===== src/rtl/inst_mem_loader_if.sv =====
// Boot-loader bus bundle: the byte-stream handshake into the loader and the
// instruction-memory write port out of it.
// The slave modport is the loader's view. The master modport is the view of
// the surrounding system: it sources the byte stream and sinks the memory writes.
interface inst_mem_loader_if #(
    parameter int ADDR_W = 8
) ();
    // Byte stream (valid/ready, transfer when both are high on a rising edge)
    logic [7:0]        in_byte;
    logic              in_valid;
    logic              in_ready;

    // Instruction-memory write port
    logic              im_we;
    logic [ADDR_W-1:0] im_addr;
    logic [31:0]       im_wdata;

    modport slave (
        input  in_byte,
        input  in_valid,
        output in_ready,
        output im_we,
        output im_addr,
        output im_wdata
    );

    modport master (
        output in_byte,
        output in_valid,
        input  in_ready,
        input  im_we,
        input  im_addr,
        input  im_wdata
    );
endinterface


===== src/rtl/inst_mem_loader.sv =====
// Boot-time instruction-memory loader for the single-cycle MIPS core.
// Assembles a big-endian byte stream into 32-bit words and writes them to
// consecutive instruction-memory addresses starting at 0. The CPU is held
// stalled until the whole program is in place. It is then released with a
// one-cycle reset pulse, so the PC restarts at word 0.
// All outputs are registered. in_ready depends only on the next state and
// never on in_valid.
module inst_mem_loader #(
    parameter int ADDR_W = 8
) (
    input  logic                clk_CPU,
    input  logic                rst,
    input  logic                load_start,
    input  logic [ADDR_W:0]     load_len,
    inst_mem_loader_if.slave    bus,
    output logic                cpu_hold,
    output logic                cpu_rst,
    output logic                done,
    output logic                err,
    output logic [31:0]         checksum
);

    // Capacity in words, one bit wider than the address so it can be
    // compared directly against load_len.
    localparam logic [ADDR_W:0] CAPACITY = {1'b1, {ADDR_W{1'b0}}};

    localparam logic [1:0] S_IDLE  = 2'd0;
    localparam logic [1:0] S_RECV  = 2'd1;
    localparam logic [1:0] S_WRITE = 2'd2;
    localparam logic [1:0] S_DONE  = 2'd3;

    // State and datapath registers
    logic [1:0]        state_q,    state_d;
    logic [ADDR_W:0]   len_q,      len_d;
    logic [1:0]        byte_cnt_q, byte_cnt_d;
    logic [ADDR_W-1:0] word_cnt_q, word_cnt_d;
    logic [23:0]       asm_q,      asm_d;      // first three bytes of the current word
    logic              err_q,      err_d;
    logic [31:0]       checksum_q, checksum_d;

    // Registered outputs
    logic              in_ready_q, in_ready_d;
    logic              im_we_q,    im_we_d;
    logic [ADDR_W-1:0] im_addr_q,  im_addr_d;
    logic [31:0]       im_wdata_q, im_wdata_d;
    logic              cpu_hold_q, cpu_hold_d;
    logic              cpu_rst_q,  cpu_rst_d;
    logic              done_q,     done_d;

    // Combinational helpers
    logic              byte_fire;
    logic              last_word;
    logic              entering_done;

    assign byte_fire = bus.in_valid && in_ready_q;
    assign last_word = ({1'b0, word_cnt_q} == (len_q - (ADDR_W+1)'(1)));

    // Next-state, datapath and registered-output decode
    always_comb begin
        // NOTE: every variable written here gets a default first. A path that
        // leaves one unassigned would make synthesis infer a latch.
        state_d       = state_q;
        len_d         = len_q;
        byte_cnt_d    = byte_cnt_q;
        word_cnt_d    = word_cnt_q;
        asm_d         = asm_q;
        err_d         = err_q;
        checksum_d    = checksum_q;
        im_addr_d     = im_addr_q;
        im_wdata_d    = im_wdata_q;
        entering_done = 1'b0;

        case (state_q)
            // IDLE and DONE share the start decode. A new load can be
            // requested again once a program is running.
            S_IDLE, S_DONE: begin
                if (load_start) begin
                    len_d      = load_len;
                    checksum_d = '0;
                    word_cnt_d = '0;
                    byte_cnt_d = '0;
                    err_d      = 1'b0;
                    if (load_len == '0) begin
                        state_d       = S_DONE;
                        entering_done = 1'b1;
                    end else if (load_len > CAPACITY) begin
                        // Too long to fit: flag it and do not touch memory.
                        err_d   = 1'b1;
                        state_d = S_IDLE;
                    end else begin
                        state_d = S_RECV;
                    end
                end
            end

            // Shift bytes in MSB-first. The fourth byte completes the word,
            // which is presented on the write port during the next cycle.
            S_RECV: begin
                if (byte_fire) begin
                    asm_d = {asm_q[15:0], bus.in_byte};
                    if (byte_cnt_q == 2'd3) begin
                        byte_cnt_d = '0;
                        im_addr_d  = word_cnt_q;
                        im_wdata_d = {asm_q, bus.in_byte};
                        state_d    = S_WRITE;
                    end else begin
                        byte_cnt_d = byte_cnt_q + 2'd1;
                    end
                end
            end

            // A single write cycle. The word being written folds into the
            // checksum on the edge that ends this cycle.
            S_WRITE: begin
                checksum_d = checksum_q ^ im_wdata_q;
                if (last_word) begin
                    state_d       = S_DONE;
                    entering_done = 1'b1;
                end else begin
                    word_cnt_d = word_cnt_q + ADDR_W'(1);
                    state_d    = S_RECV;
                end
            end

            default: state_d = S_IDLE;
        endcase

        // Outputs are decoded from the state being entered and registered.
        // This keeps them glitch-free and independent of in_valid.
        in_ready_d = (state_d == S_RECV);
        im_we_d    = (state_d == S_WRITE);
        done_d     = (state_d == S_DONE);
        cpu_rst_d  = entering_done;
        // The CPU stays stalled through the reset-pulse cycle and runs after it.
        cpu_hold_d = (state_d != S_DONE) || entering_done;
    end

    // State and output registers with asynchronous reset
    always_ff @(posedge clk_CPU or posedge rst) begin
        // NOTE: sequential state uses non-blocking assignments. Every flop then
        // samples its pre-edge value, whatever order the statements are in.
        if (rst) begin
            state_q    <= S_IDLE;
            len_q      <= '0;
            byte_cnt_q <= '0;
            word_cnt_q <= '0;
            asm_q      <= '0;
            err_q      <= 1'b0;
            checksum_q <= '0;
            in_ready_q <= 1'b0;
            im_we_q    <= 1'b0;
            im_addr_q  <= '0;
            im_wdata_q <= '0;
            cpu_hold_q <= 1'b1;
            cpu_rst_q  <= 1'b0;
            done_q     <= 1'b0;
        end else begin
            state_q    <= state_d;
            len_q      <= len_d;
            byte_cnt_q <= byte_cnt_d;
            word_cnt_q <= word_cnt_d;
            asm_q      <= asm_d;
            err_q      <= err_d;
            checksum_q <= checksum_d;
            in_ready_q <= in_ready_d;
            im_we_q    <= im_we_d;
            im_addr_q  <= im_addr_d;
            im_wdata_q <= im_wdata_d;
            cpu_hold_q <= cpu_hold_d;
            cpu_rst_q  <= cpu_rst_d;
            done_q     <= done_d;
        end
    end

    assign bus.in_ready = in_ready_q;
    assign bus.im_we    = im_we_q;
    assign bus.im_addr  = im_addr_q;
    assign bus.im_wdata = im_wdata_q;
    assign cpu_hold     = cpu_hold_q;
    assign cpu_rst      = cpu_rst_q;
    assign done         = done_q;
    assign err          = err_q;
    assign checksum     = checksum_q;

endmodule


===== src/flat_wrapper.sv =====
// flat-port wrapper written by rule: the top's interface ports become plain ports
module inst_mem_loader_flat 
#(
    parameter int ADDR_W = 8
)
  (clk_CPU, rst, load_start, load_len, cpu_hold, cpu_rst, done, err, checksum, bus_in_byte, bus_in_valid, bus_in_ready, bus_im_we, bus_im_addr, bus_im_wdata);
  inst_mem_loader_if #(.ADDR_W(ADDR_W)) bus_i ();
  input  logic clk_CPU;
  input  logic rst;
  input  logic load_start;
  input  logic [ADDR_W:0] load_len;
  output logic cpu_hold;
  output logic cpu_rst;
  output logic done;
  output logic err;
  output logic [31:0] checksum;
  input wire logic [$bits(bus_i.in_byte)-1:0] bus_in_byte;
  input wire logic [$bits(bus_i.in_valid)-1:0] bus_in_valid;
  output wire logic [$bits(bus_i.in_ready)-1:0] bus_in_ready;
  output wire logic [$bits(bus_i.im_we)-1:0] bus_im_we;
  output wire logic [$bits(bus_i.im_addr)-1:0] bus_im_addr;
  output wire logic [$bits(bus_i.im_wdata)-1:0] bus_im_wdata;
  assign bus_i.in_byte = bus_in_byte;
  assign bus_i.in_valid = bus_in_valid;
  assign bus_in_ready = bus_i.in_ready;
  assign bus_im_we = bus_i.im_we;
  assign bus_im_addr = bus_i.im_addr;
  assign bus_im_wdata = bus_i.im_wdata;
  inst_mem_loader #(.ADDR_W(ADDR_W)) u_core (.clk_CPU(clk_CPU), .rst(rst), .load_start(load_start), .load_len(load_len), .bus(bus_i), .cpu_hold(cpu_hold), .cpu_rst(cpu_rst), .done(done), .err(err), .checksum(checksum));
endmodule

===== config.mk =====
export PLATFORM = sky130hd
export DESIGN_NAME = inst_mem_loader_flat
export DESIGN_NICKNAME = d
export VERILOG_FILES = /design/src/rtl/inst_mem_loader_if.sv /design/src/rtl/inst_mem_loader.sv /design/src/flat_wrapper.sv
export SDC_FILE = /design/constraint.sdc
export NUM_CORES = 1
export LEC_CHECK = 0
export ABC_AREA = 0
export CAP_MARGIN = 20
export CORE_UTILIZATION = 35
export CTS_CLUSTER_SIZE = 25
export DETAILED_ROUTE_END_ITERATION = 8
export PLACE_DENSITY = 0.68
export SYNTH_ARGS = -nofsm -noshare
export SYNTH_HDL_FRONTEND = slang
export SYNTH_SLANG_ARGS = --single-unit

===== constraint.sdc =====
create_clock -name clk_CPU -period 7.6 [get_ports clk_CPU]
set_input_delay 1.9 -clock clk_CPU [delete_from_list [all_inputs] [get_ports clk_CPU]]
set_output_delay 1.9 -clock clk_CPU [all_outputs]
set_load 0.02 [all_outputs]

==> results of run 1 <==
[metrics by stage]
step	setup slack (ns)	cell area, um^2	util, %	hold slack (ns)
floorplan	2.431	5309	-	0.4750
global placement	3.077	6462	44.13	0.4666
detailed placement	2.945	6462	44.13	0.4731
CTS	3.415	7063	48.23	0.4866
global route	3.218	7063	48.23	0.4939
finish	3.411	7063	48.23	0.4847
[synthesized netlist by cell type, drive strengths merged, types with 2 or more instances]
cell type | n | area (um^2)
a211o | 2 | 17.52
a21oi | 5 | 25.02
a22o | 5 | 43.79
a31oi | 2 | 12.51
a32o | 2 | 20.02
a41o | 2 | 20.02
and2 | 3 | 21.27
and3 | 2 | 12.51
buf | 2 | 22.52
clkbuf | 18 | 68.81
dfrtp | 122 | 3053
ha | 5 | 62.56
inv | 11 | 41.29
mux2 | 70 | 788.3
mux2i | 2 | 20.02
nand2 | 50 | 187.7
nand2b | 5 | 31.28
nand3 | 11 | 55.05
nand3b | 3 | 22.52
nor2 | 45 | 168.9
nor3 | 5 | 25.02
nor4 | 2 | 12.51
o21ai | 5 | 28.77
or2 | 3 | 18.77
or4 | 3 | 22.52
xnor2 | 4 | 35.03
xor2 | 36 | 315.3
[state kept, by name (all words and copies together), names as in the netlist]
| signal | count |
|---|---|
| u_core.cpu_hold | 1 |
| u_core.bus.im_addr | 8 |
| u_core.bus.in_ready | 1 |
| u_core.len_q | 9 |
| u_core.checksum | 32 |
| u_core.state_q | 2 |
| u_core.word_cnt_q | 8 |
| u_core.byte_cnt_q | 2 |
| u_core.bus.im_wdata | 32 |
| u_core.done | 1 |
| u_core.asm_q | 24 |
| u_core.err | 1 |
| u_core.bus.im_we | 1 |
| u_core.cpu_rst | 1 |
[layout by cell type, fill, tap and decap left out, types with 3 or more instances in the layout]
cell type	instances
mux2_2	70
clkbuf_16	17
nand3b_1	3
nand2b_1	5
nand2_1	49
nand3_1	11
xnor2_1	4
o21ai_0	3
a21oi_1	5
or4_1	3
clkinvlp_4	3
a22o_1	5
inv_6	8
dfrtp_1	122
ha_1	5
buf_4	3
clkdlybuf4s50_1	98
or2_2	3
xor2_1	36
nor2_1	44
nor3_1	5
inv_1	10
[power breakdown]
group,leakage [nW],internal [mW],switching [mW],total (mW)
clock,0.287,0.495,0.328,0.823
combinational,1.28,0.188,0.191,0.379
sequential,1.65,0.758,0.0991,0.857
total,3.22,1.44,0.618,2.06
[worst paths after layout]
path                                              from                           endpoint  slack [ns]  depth (start not counted)
max in group asynchronous                          rst     u_core.checksum[0]$_DFFE_PP0P_        4.28                          3
min reg2reg                     u_core.err$_DFFE_PP0P_             u_core.err$_DFFE_PP0P_        0.48                          1
max reg2reg                u_core.state_q[1]$_DFF_PP0_  u_core.bus.im_addr[0]$_DFFE_PP0P_        4.57                          5
min in group asynchronous                          rst    u_core.checksum[17]$_DFFE_PP0P_        1.92                          2
max                                       bus_in_valid  u_core.bus.im_addr[0]$_DFFE_PP0P_        3.41                          4
min                             u_core.err$_DFFE_PP0P_             u_core.err$_DFFE_PP0P_        0.48                          1
[cells by family (layout without fill, tap and decap cells)]
group	after synthesis	after routing	share of synthesized area (%)
AO/OA/AOI/OAI	31	31	4.502
XOR/XNOR	40	40	6.599
adder cells (fa/ha/maj)	5	5	1.178
buffers and inverters	31	144	2.498
flip-flops	123	123	58.00
multiplexers	72	72	15.23
AND/OR/NAND/NOR	139	139	12.00
[layer usage]
layer | wire length [um] | track usage, % | up-vias
met4 | 78 | 4.591 | 0
li1 | - | - | 1695
met2 | 5943 | 27.08 | 79
met3 | 499 | 5.392 | 7
met1 | 5473 | 20.23 | 1856
met5 | 0 | 0 | -
[final cells by class]
class                           instances  area (um^2)
Clock inverter                         15        175.2
Sequential cell                       123         3079
Inverter                               11        43.79
Clock buffer                           17        425.4
Multi-Input combinational cell        287         2106
Tap cell                              184        230.2
Fill cell                            1308         7581
Timing Repair Buffer                  101         1003
==> flow_summary.json, run 1 <==
{
  "io_pins": 99,
  "hold_violations": 0,
  "drt_first_pass_iters": 8,
  "critPathArrivalTime_ns": 4.48,
  "synth_flop_cell": "dfrtp_1",
  "io_buffers": 98,
  "synth_seq_area_share_pct": 58.00,
  "total_power_mw": 2.060,
  "grt_antenna_before_repair": 0,
  "grt_max_degree": 76,
  "antenna_left": 0,
  "synth_cells": 441,
  "critical-path-top-delay-family": "simple AND/OR/NAND/NOR gates",
  "dr_total_vias": 3637,
  "slew_violations": 0,
  "crit_buf_inv": 1,
  "maxSlewHeadroom_pct": 33.38,
  "rsz0062_at_grt": "false",
  "min_period_ns": 4.189,
  "dp_hpwl_mm": 8.023,
  "setup_tns_ns": 0,
  "cts_tree": "yes",
  "clock-sinks": 123,
  "cts_resized": 0,
  "crit_chain": "clkdlybuf4s50_1 > and3_1 > nand2_2 > mux2_2",
  "ir_drop_uv": 193.2,
  "fmax_ghz": 0.2387,
  "die_y_um": 125.2,
  "grt_pass1_wl_mm": 19.93,
  "track_usage_pct": 16.29,
  "slowest_stage": "nand2_2",
  "grt_pass1_vias": 3868,
  "worstPathRequired_ns": 7.89,
  "path_class": "primary input to register",
  "clk_latency_ns": 0.41,
  "synth_area_mm2": 0.005309,
  "ys_types": 47,
  "syn_nets": 467,
  "ctsHtreeMaxLevel": 4,
  "finalNetCount": 567,
  "routed_wirelength_mm": 12.00,
  "die_w_um": 125.2,
  "start_kind": "primary input",
  "wl_per_cell_um": 16.25,
  "setup_viol": 0,
  "finClkSkew_ns": 0.01123,
  "rows": 44,
  "cts_hold_buffers": 0,
  "syn2layout_area_growth_pct": 33.04,
  "layout.cells.non_filler": 738,
  "start_util_pct": 36.25,
  "clk_path_buf_depth": 2,
  "pwr_density_cell_mw_per_mm2": 291.6,
  "hold_path.class": "register to register",
  "dp.cells": 706,
  "cts_buffers": 17,
  "post-route-period-util_pct": 55.12,
  "avgSynthCellArea_um2": 12.04,
  "viasPerCell": 4.928,
  "grt_overflow": 0,
  "p_leak_nw": 3.219,
  "remaining_drc_errors": 2,
  "status": "complete, but fails checks",
  "worst_pin_slew_ns": 0.9957,
  "failed_checks": "DRC",
  "antennaDiodeCount": 0,
  "cts_setup_buffers": 0,
  "ys_seq_elements": 123,
  "clkTransAtPathRegs_ns": 0.06,
  "slowest_delay_ns": 0.78,
  "async_flop_share_pct": 100.0,
  "ys_warn_count": 0,
  "die_area_mm2": 0.01567,
  "drive_gt1_share_pct": 21.12,
  "place_congestion": 0.7853,
  "cap_violations": 0,
  "cts_root_buffer": "clkbuf_16",
  "path_max_fanout": 43,
  "synth_edf_count": 0,
  "endpoint_kind": "register",
  "core-area_mm2": 0.01464,
  "drt_iter0_drc": 157
}
Power figures use the tool's default switching activity.
==> inputs of run 2 (changes only) <==
==> constraint.sdc (replaced) <==
create_clock -name clk_CPU -period 4.3 [get_ports clk_CPU]
set_input_delay 1.075 -clock clk_CPU [delete_from_list [all_inputs] [get_ports clk_CPU]]
set_output_delay 1.075 -clock clk_CPU [all_outputs]
set_load 0.02 [all_outputs]
==> run 2 against run 1 <==
The run still ends with DRC left. First-iteration DRC count down 3.2%. Clock power up 77%. Clock-buffer cell count up 6. Sequential cell count unchanged. Core utilization up 0.45 points. Via count about the same. Register-to-register slack worse by 3.2 ns. Sequential share of layout area down 0.41 points. Routed wire length about the same. Worst hold slack worse by 0.0016 ns. Sequential power up 77%. Critical path type is now register to register. Largest power group unchanged.
==> flow_summary.json, run 2 (synthesized netlist as in run 1, its figures left out) <==
{
  "status": "complete, but fails checks",
  "failed_checks": "DRC",
  "die_y_um": 125.2,
  "pwr_density_cell_mw_per_mm2": 513.7,
  "placedInstanceArea_mm2": 0.006519,
  "critPathArrivalTime_ns": 3.19,
  "rsz0062_at_grt": "false",
  "clock-sinks": 123,
  "fillers": 1318,
  "grt_pass1_wl_mm": 20.01,
  "post-route-period-util_pct": 67.33,
  "rr_worst_depth": 8,
  "cts_setup_buffers": 0,
  "grt_max_degree": 44,
  "worstSetupStartpoint": "u_core.len_q[0]$_DFFE_PP0P_",
  "clockPowerShare_pct": 39.9,
  "cts_hold_buffers": 0,
  "wl_per_cell_um": 16.21,
  "die_area_mm2": 0.01567,
  "dr_total_vias": 3640,
  "clkTransAtPathRegs_ns": 0.05,
  "core-area_mm2": 0.01464,
  "rr_endpoint": "u_core.word_cnt_q[7]$_DFFE_PP0P_",
  "layout_commonest_cell": "dfrtp_1",
  "fmax_ghz": 0.3454,
  "track_usage_pct": 16.50,
  "start_kind": "register",
  "final_cell_mix": "122 x dfrtp_1, 98 x clkdlybuf4s50_1, 70 x mux2_2, 49 x nand2_1, 44 x nor2_1",
  "io_buffers": 98,
  "cap_violations": 0,
  "grt_overflow": 0,
  "antenna_left": 0,
  "finalNetCount": 571,
  "cts_resized": 0,
  "grt_antenna_before_repair": 0,
  "hold_path.class": "register to register",
  "syn2layout_area_growth_pct": 34.29,
  "final_cell_area_mm2": 0.007129,
  "pwr-share-comb_pct": 18.6,
  "slew_violations": 0,
  "setup_tns_ns": 0,
  "routed_wirelength_mm": 12.00,
  "min_period_ns": 2.895,
  "p_leak_nw": 3.260,
  "worst_pin_slew_ns": 0.7454,
  "hold_ws_ns": 0.4831,
  "cts_buffers": 17,
  "drt_iter0_drc": 152,
  "grt_pass1_vias": 3901,
  "endpoint_kind": "register",
  "cts_tree": "yes",
  "worstPathRequired_ns": 4.59,
  "hold_violations": 0,
  "endpoint": "u_core.word_cnt_q[7]$_DFFE_PP0P_",
  "r2r_slack_ns": 1.41,
  "drt_first_pass_iters": 9,
  "reg2reg_from": "u_core.len_q[0]$_DFFE_PP0P_",
  "start_util_pct": 36.25,
  "setup_viol": 0,
  "drive_gt1_share_pct": 21.22,
  "power.internal_mw": 2.657,
  "cts_root_buffer": "clkbuf_16",
  "clk_latency_ns": 0.41,
  "ctsHtreeMaxLevel": 4,
  "rows": 44,
  "total_power_mw": 3.662,
  "maxSlewHeadroom_pct": 50.20,
  "die_w_um": 125.2,
  "antennaDiodeCount": 0,
  "path_class": "register to register",
  "ir_drop_uv": 262.5,
  "power.switching_mw": 1.006,
  "seqPwrFrac_pct": 41.5,
  "remaining_drc_errors": 2,
  "io_pins": 99,
  "viasPerCell": 4.919,
  "dp_hpwl_mm": 8.279,
  "swShare_pct": 27.46,
  "path_max_fanout": 10,
  "place_congestion": 0.8199,
  "clk_path_buf_depth": 2,
  "finClkSkew_ns": 0.003895
}
[run 2: cell types whose count changed in the layout (fill, tap and decap cells not counted), sizes merged]
cell	before	now
buf	3	7
bufinv	2	3
clkinv	0	3
clkinvlp	3	2
clkbuf	17	23
inv	21	10
[run 2: how the worst min path moves through the flow]
stage | start | end | slack, ns | cells past startpoint
4_1_cts | u_core.bus.im_addr[5]$_DFFE_PP0P_ | u_core.bus.im_addr[5]$_DFFE_PP0P_ | 0.49 | 2
3_3_place_gp | u_core.bus.im_addr[2]$_DFFE_PP0P_ | u_core.bus.im_addr[2]$_DFFE_PP0P_ | 0.46 | 2
3_5_place_dp | u_core.bus.im_addr[5]$_DFFE_PP0P_ | u_core.bus.im_addr[5]$_DFFE_PP0P_ | 0.48 | 2
6_report | u_core.bus.im_addr[5]$_DFFE_PP0P_ | u_core.bus.im_addr[5]$_DFFE_PP0P_ | 0.48 | 2
5_1_grt | u_core.asm_q[16]$_DFFE_PP0P_ | u_core.bus.im_wdata[24]$_DFFE_PP0P_ | 0.53 | 1
2_1_floorplan | u_core.asm_q[22]$_DFFE_PP0P_ | u_core.bus.im_wdata[30]$_DFFE_PP0P_ | 0.47 | 1
[run 2: routing by layer]
metal | wire [um] | track usage (%) | share of wire [%] | vias up
li1 | - | - | - | 1701
met1 | 5328 | 20.52 | 44 | 1836
met2 | 5884 | 26.72 | 49 | 94
met3 | 678 | 5.648 | 5.7 | 9
met4 | 106 | 5.811 | 0.88 | 0
met5 | 0 | 0 | 0 | -
[run 2: power groups by stage]
stage               registers, mW  clock network (mW)  logic, mW
finish                       1.52                1.46      0.681
global route                 1.55                1.55      0.754
CTS                          1.52                1.49      0.692
detailed placement           1.54                   0      0.688
global placement             1.52                   0      0.663
floorplan                    1.49                   0      0.498
[run 2: final cells by class]
cell class	instances	area [um^2]	share of cell area, %
clock inverter	7	112.6	1.580
inverter	11	45.04	0.6318
multi-input combinational	287	2106	29.54
clock buffer	23	498.0	6.985
timing repair buffer	105	1059	14.85
sequential	123	3079	43.19
tap	184	230.2	3.229
[run 2: critical path: stages, from the launching register on]
cell     delay, ns
dfrtp_1       0.45
inv_1         0.09
ha_1          0.20
or3b_4        0.41
o32ai_1       0.24
nand4_1       0.12
or4_1         0.75
and2_4        0.27
a211o_1       0.25
[run 2: stage by stage]
stage | utilization [%] | cells | worst slack (ns)
5_1_grt | 48.68 | 740 | 1.218
3_3_place_gp | 44.51 | 710 | 1.041
6_report | 48.68 | 740 | 1.405
3_5_place_dp | 44.51 | 710 | 0.9485
4_1_cts | 48.68 | 740 | 1.387
2_1_floorplan | - | 441 | 1.664
==> inputs of run 3 (changes only) <==
--- a/config.mk
+++ b/config.mk
@@ -10,7 +10,7 @@
 export CORE_UTILIZATION = 35
 export CTS_CLUSTER_SIZE = 25
 export DETAILED_ROUTE_END_ITERATION = 8
-export PLACE_DENSITY = 0.68
+export PLACE_DENSITY = 0.7
 export SYNTH_ARGS = -nofsm -noshare
 export SYNTH_HDL_FRONTEND = slang
 export SYNTH_SLANG_ARGS = --single-unit
==> constraint.sdc (replaced) <==
create_clock -name clk_CPU -period 2.6 [get_ports clk_CPU]
set_input_delay 0.65 -clock clk_CPU [delete_from_list [all_inputs] [get_ports clk_CPU]]
set_output_delay 0.65 -clock clk_CPU [all_outputs]
set_load 0.02 [all_outputs]
==> run 3 against run 2 <==
The flow still finishes with violations (DRC). Core utilization is 0.60 points higher. Routed wire length is 1.4% higher. Non-clock buffer count is 8 higher. Via count is 2.3% higher. Sequential share of layout area is 0.52 points lower. Setup slack worse by 1.3 ns. First-iteration DRC count is 14% lower. Die area stayed put. Clock power is 66% higher. Final cell count is 1.4% higher. Critical path depth is 1 higher. Combinational power is 82% higher. Critical path type unchanged. Largest cell class unchanged. Highest routed layer unchanged.
==> flow_summary.json, run 3 (synthesized netlist as in run 1, its figures left out) <==
{
  "drt_iter0_drc": 130,
  "die_y_um": 125.2,
  "worstPathRequired_ns": 2.94,
  "die_area_mm2": 0.01567,
  "final_cell_mix": "122 x dfrtp_1, 98 x clkdlybuf4s50_1, 70 x mux2_2, 49 x nand2_1, 44 x nor2_1",
  "routed_wirelength_mm": 12.16,
  "core-area_mm2": 0.01464,
  "slowest_stage": "or4_4",
  "grt_overflow": 0,
  "hold_path.class": "register to register",
  "antennaDiodeCount": 0,
  "min_period_ns": 2.510,
  "io_buffers": 98,
  "viasPerCell": 4.964,
  "fillers": 1303,
  "fmax_ghz": 0.3983,
  "finClkSkew_ns": 0.007839,
  "setup_ws_ns": 0.08957,
  "dp_hpwl_mm": 8.071,
  "ctsHtreeMaxLevel": 4,
  "p_leak_nw": 3.304,
  "hold_path_depth": 1,
  "grt_pass1_vias": 3938,
  "rows": 44,
  "crit_chain": "inv_1 > ha_2 > or3b_4 > o32ai_2 > nand4_1 > or4_4 > buf_4 > o21ai_2 > and2_1",
  "path_max_fanout": 5,
  "endpoint_kind": "register",
  "cts_resized": 0,
  "cts_hold_buffers": 0,
  "grt_antenna_before_repair": 0,
  "grt_max_degree": 101,
  "rsz0062_at_grt": "false",
  "clk_latency_ns": 0.41,
  "pwr_density_cell_mw_per_mm2": 853.6,
  "total_power_mw": 6.161,
  "status": "complete, but fails checks",
  "seqCellArea_mm2": 0.003079,
  "setup_viol": 0,
  "wl_per_cell_um": 16.22,
  "cts_buffers": 17,
  "antenna_left": 0,
  "hold_violations": 0,
  "dr_total_vias": 3723,
  "place_congestion": 0.8477,
  "io_pins": 99,
  "cts_tree": "yes",
  "ir_drop_uv": 626.4,
  "slew_violations": 0,
  "remaining_drc_errors": 10,
  "drive_gt1_share_pct": 23.32,
  "failed_checks": "DRC",
  "grt_pass1_wl_mm": 20.20,
  "path_class": "register to register",
  "rr_worst_depth": 9,
  "track_usage_pct": 16.60,
  "drt_first_pass_iters": 9,
  "clkTransAtPathRegs_ns": 0.06,
  "post-route-period-util_pct": 96.55,
  "clk_path_buf_depth": 2,
  "cts_root_buffer": "clkbuf_16",
  "syn2layout_area_growth_pct": 35.94,
  "layout_commonest_cell": "dfrtp_1",
  "clock-sinks": 123,
  "worst_pin_slew_ns": 0.5611,
  "die_w_um": 125.2,
  "multi_input_area_mm2": 0.002120,
  "start_util_pct": 36.25,
  "dp_slack_ns": 0.06191,
  "cap_violations": 0,
  "setup_tns_ns": 0,
  "maxSlewHeadroom_pct": 62.59,
  "start_kind": "register",
  "finalNetCount": 579,
  "slowest_delay_ns": 0.55,
  "cts_setup_buffers": 0,
  "critPathArrivalTime_ns": 2.85
}
==> run 3: changes by cell type in the layout (fill, tap and decap cells not counted), moves of 3 or more <==
| cell | delta |
|---|---|
| inv_6 | +6 |
| buf_4 | +7 |
| clkinv_2 | -3 |
| inv_8 | +3 |
| clkbuf_8 | -4 |
| clkinv_4 | +3 |
==> run 3: final timing paths <==
kind,from,endpoint,slack [ns]
setup / recovery,u_core.len_q[0]$_DFFE_PP0P_,u_core.done$_DFF_PP0_,0.09
hold / removal,u_core.err$_DFFE_PP0P_,u_core.err$_DFFE_PP0P_,0.48
setup reg to reg,u_core.len_q[0]$_DFFE_PP0P_,u_core.done$_DFF_PP0_,0.09
hold reg to reg,u_core.err$_DFFE_PP0P_,u_core.err$_DFFE_PP0P_,0.48
max in group asynchronous,rst,u_core.bus.im_wdata[11]$_DFFE_PP0P_,1.42
min in group asynchronous,rst,u_core.len_q[2]$_DFFE_PP0P_,0.69
==> run 3: power breakdown <==
part	switching (mW)	internal [mW]	total, mW
logic	0.622	0.619	1.24
registers	0.272	2.22	2.49
clock network	0.952	1.48	2.43
total	1.85	4.31	6.16
==> run 3: area by class of cell <==
cell class | instances | share of cell area, %
well taps | 184 | 3.190
clock buffers | 18 | 6.085
multi-input cells | 287 | 29.37
flip-flops and latches | 123 | 42.67
repair buffers | 113 | 15.67
inverters | 11 | 0.6241
clock inverters | 14 | 2.393
==> run 3: stage by stage <==
| step | util [%] | hold WS (ns) | area, um^2 | instances |
|---|---|---|---|---|
| floorplan | - | 0.4750 | 5323 | 441 |
| global placement | 45.08 | 0.4636 | 6601 | 718 |
| detailed placement | 45.08 | 0.4733 | 6601 | 718 |
| CTS | 49.26 | 0.4874 | 7213 | 750 |
| global route | 49.28 | 0.5080 | 7217 | 750 |
| finish | 49.28 | 0.4820 | 7217 | 750 |
==> run 3: worst max-delay path, delay by kind of cell, from the launching register on <==
family | cells | cell delay [ns]
compound gates | 2 | 0.39
fa+ha+maj | 1 | 0.20
buf+inv | 2 | 0.23
flops | 1 | 0.39
simple gates | 4 | 1.24
==> run 3: per-layer routing <==
layer  wire [um]  global-route usage (%)
met3         693                   6.461
met1        5375                   20.08
met4         111                   4.519
met5           0                       0
met2        5983                   27.57
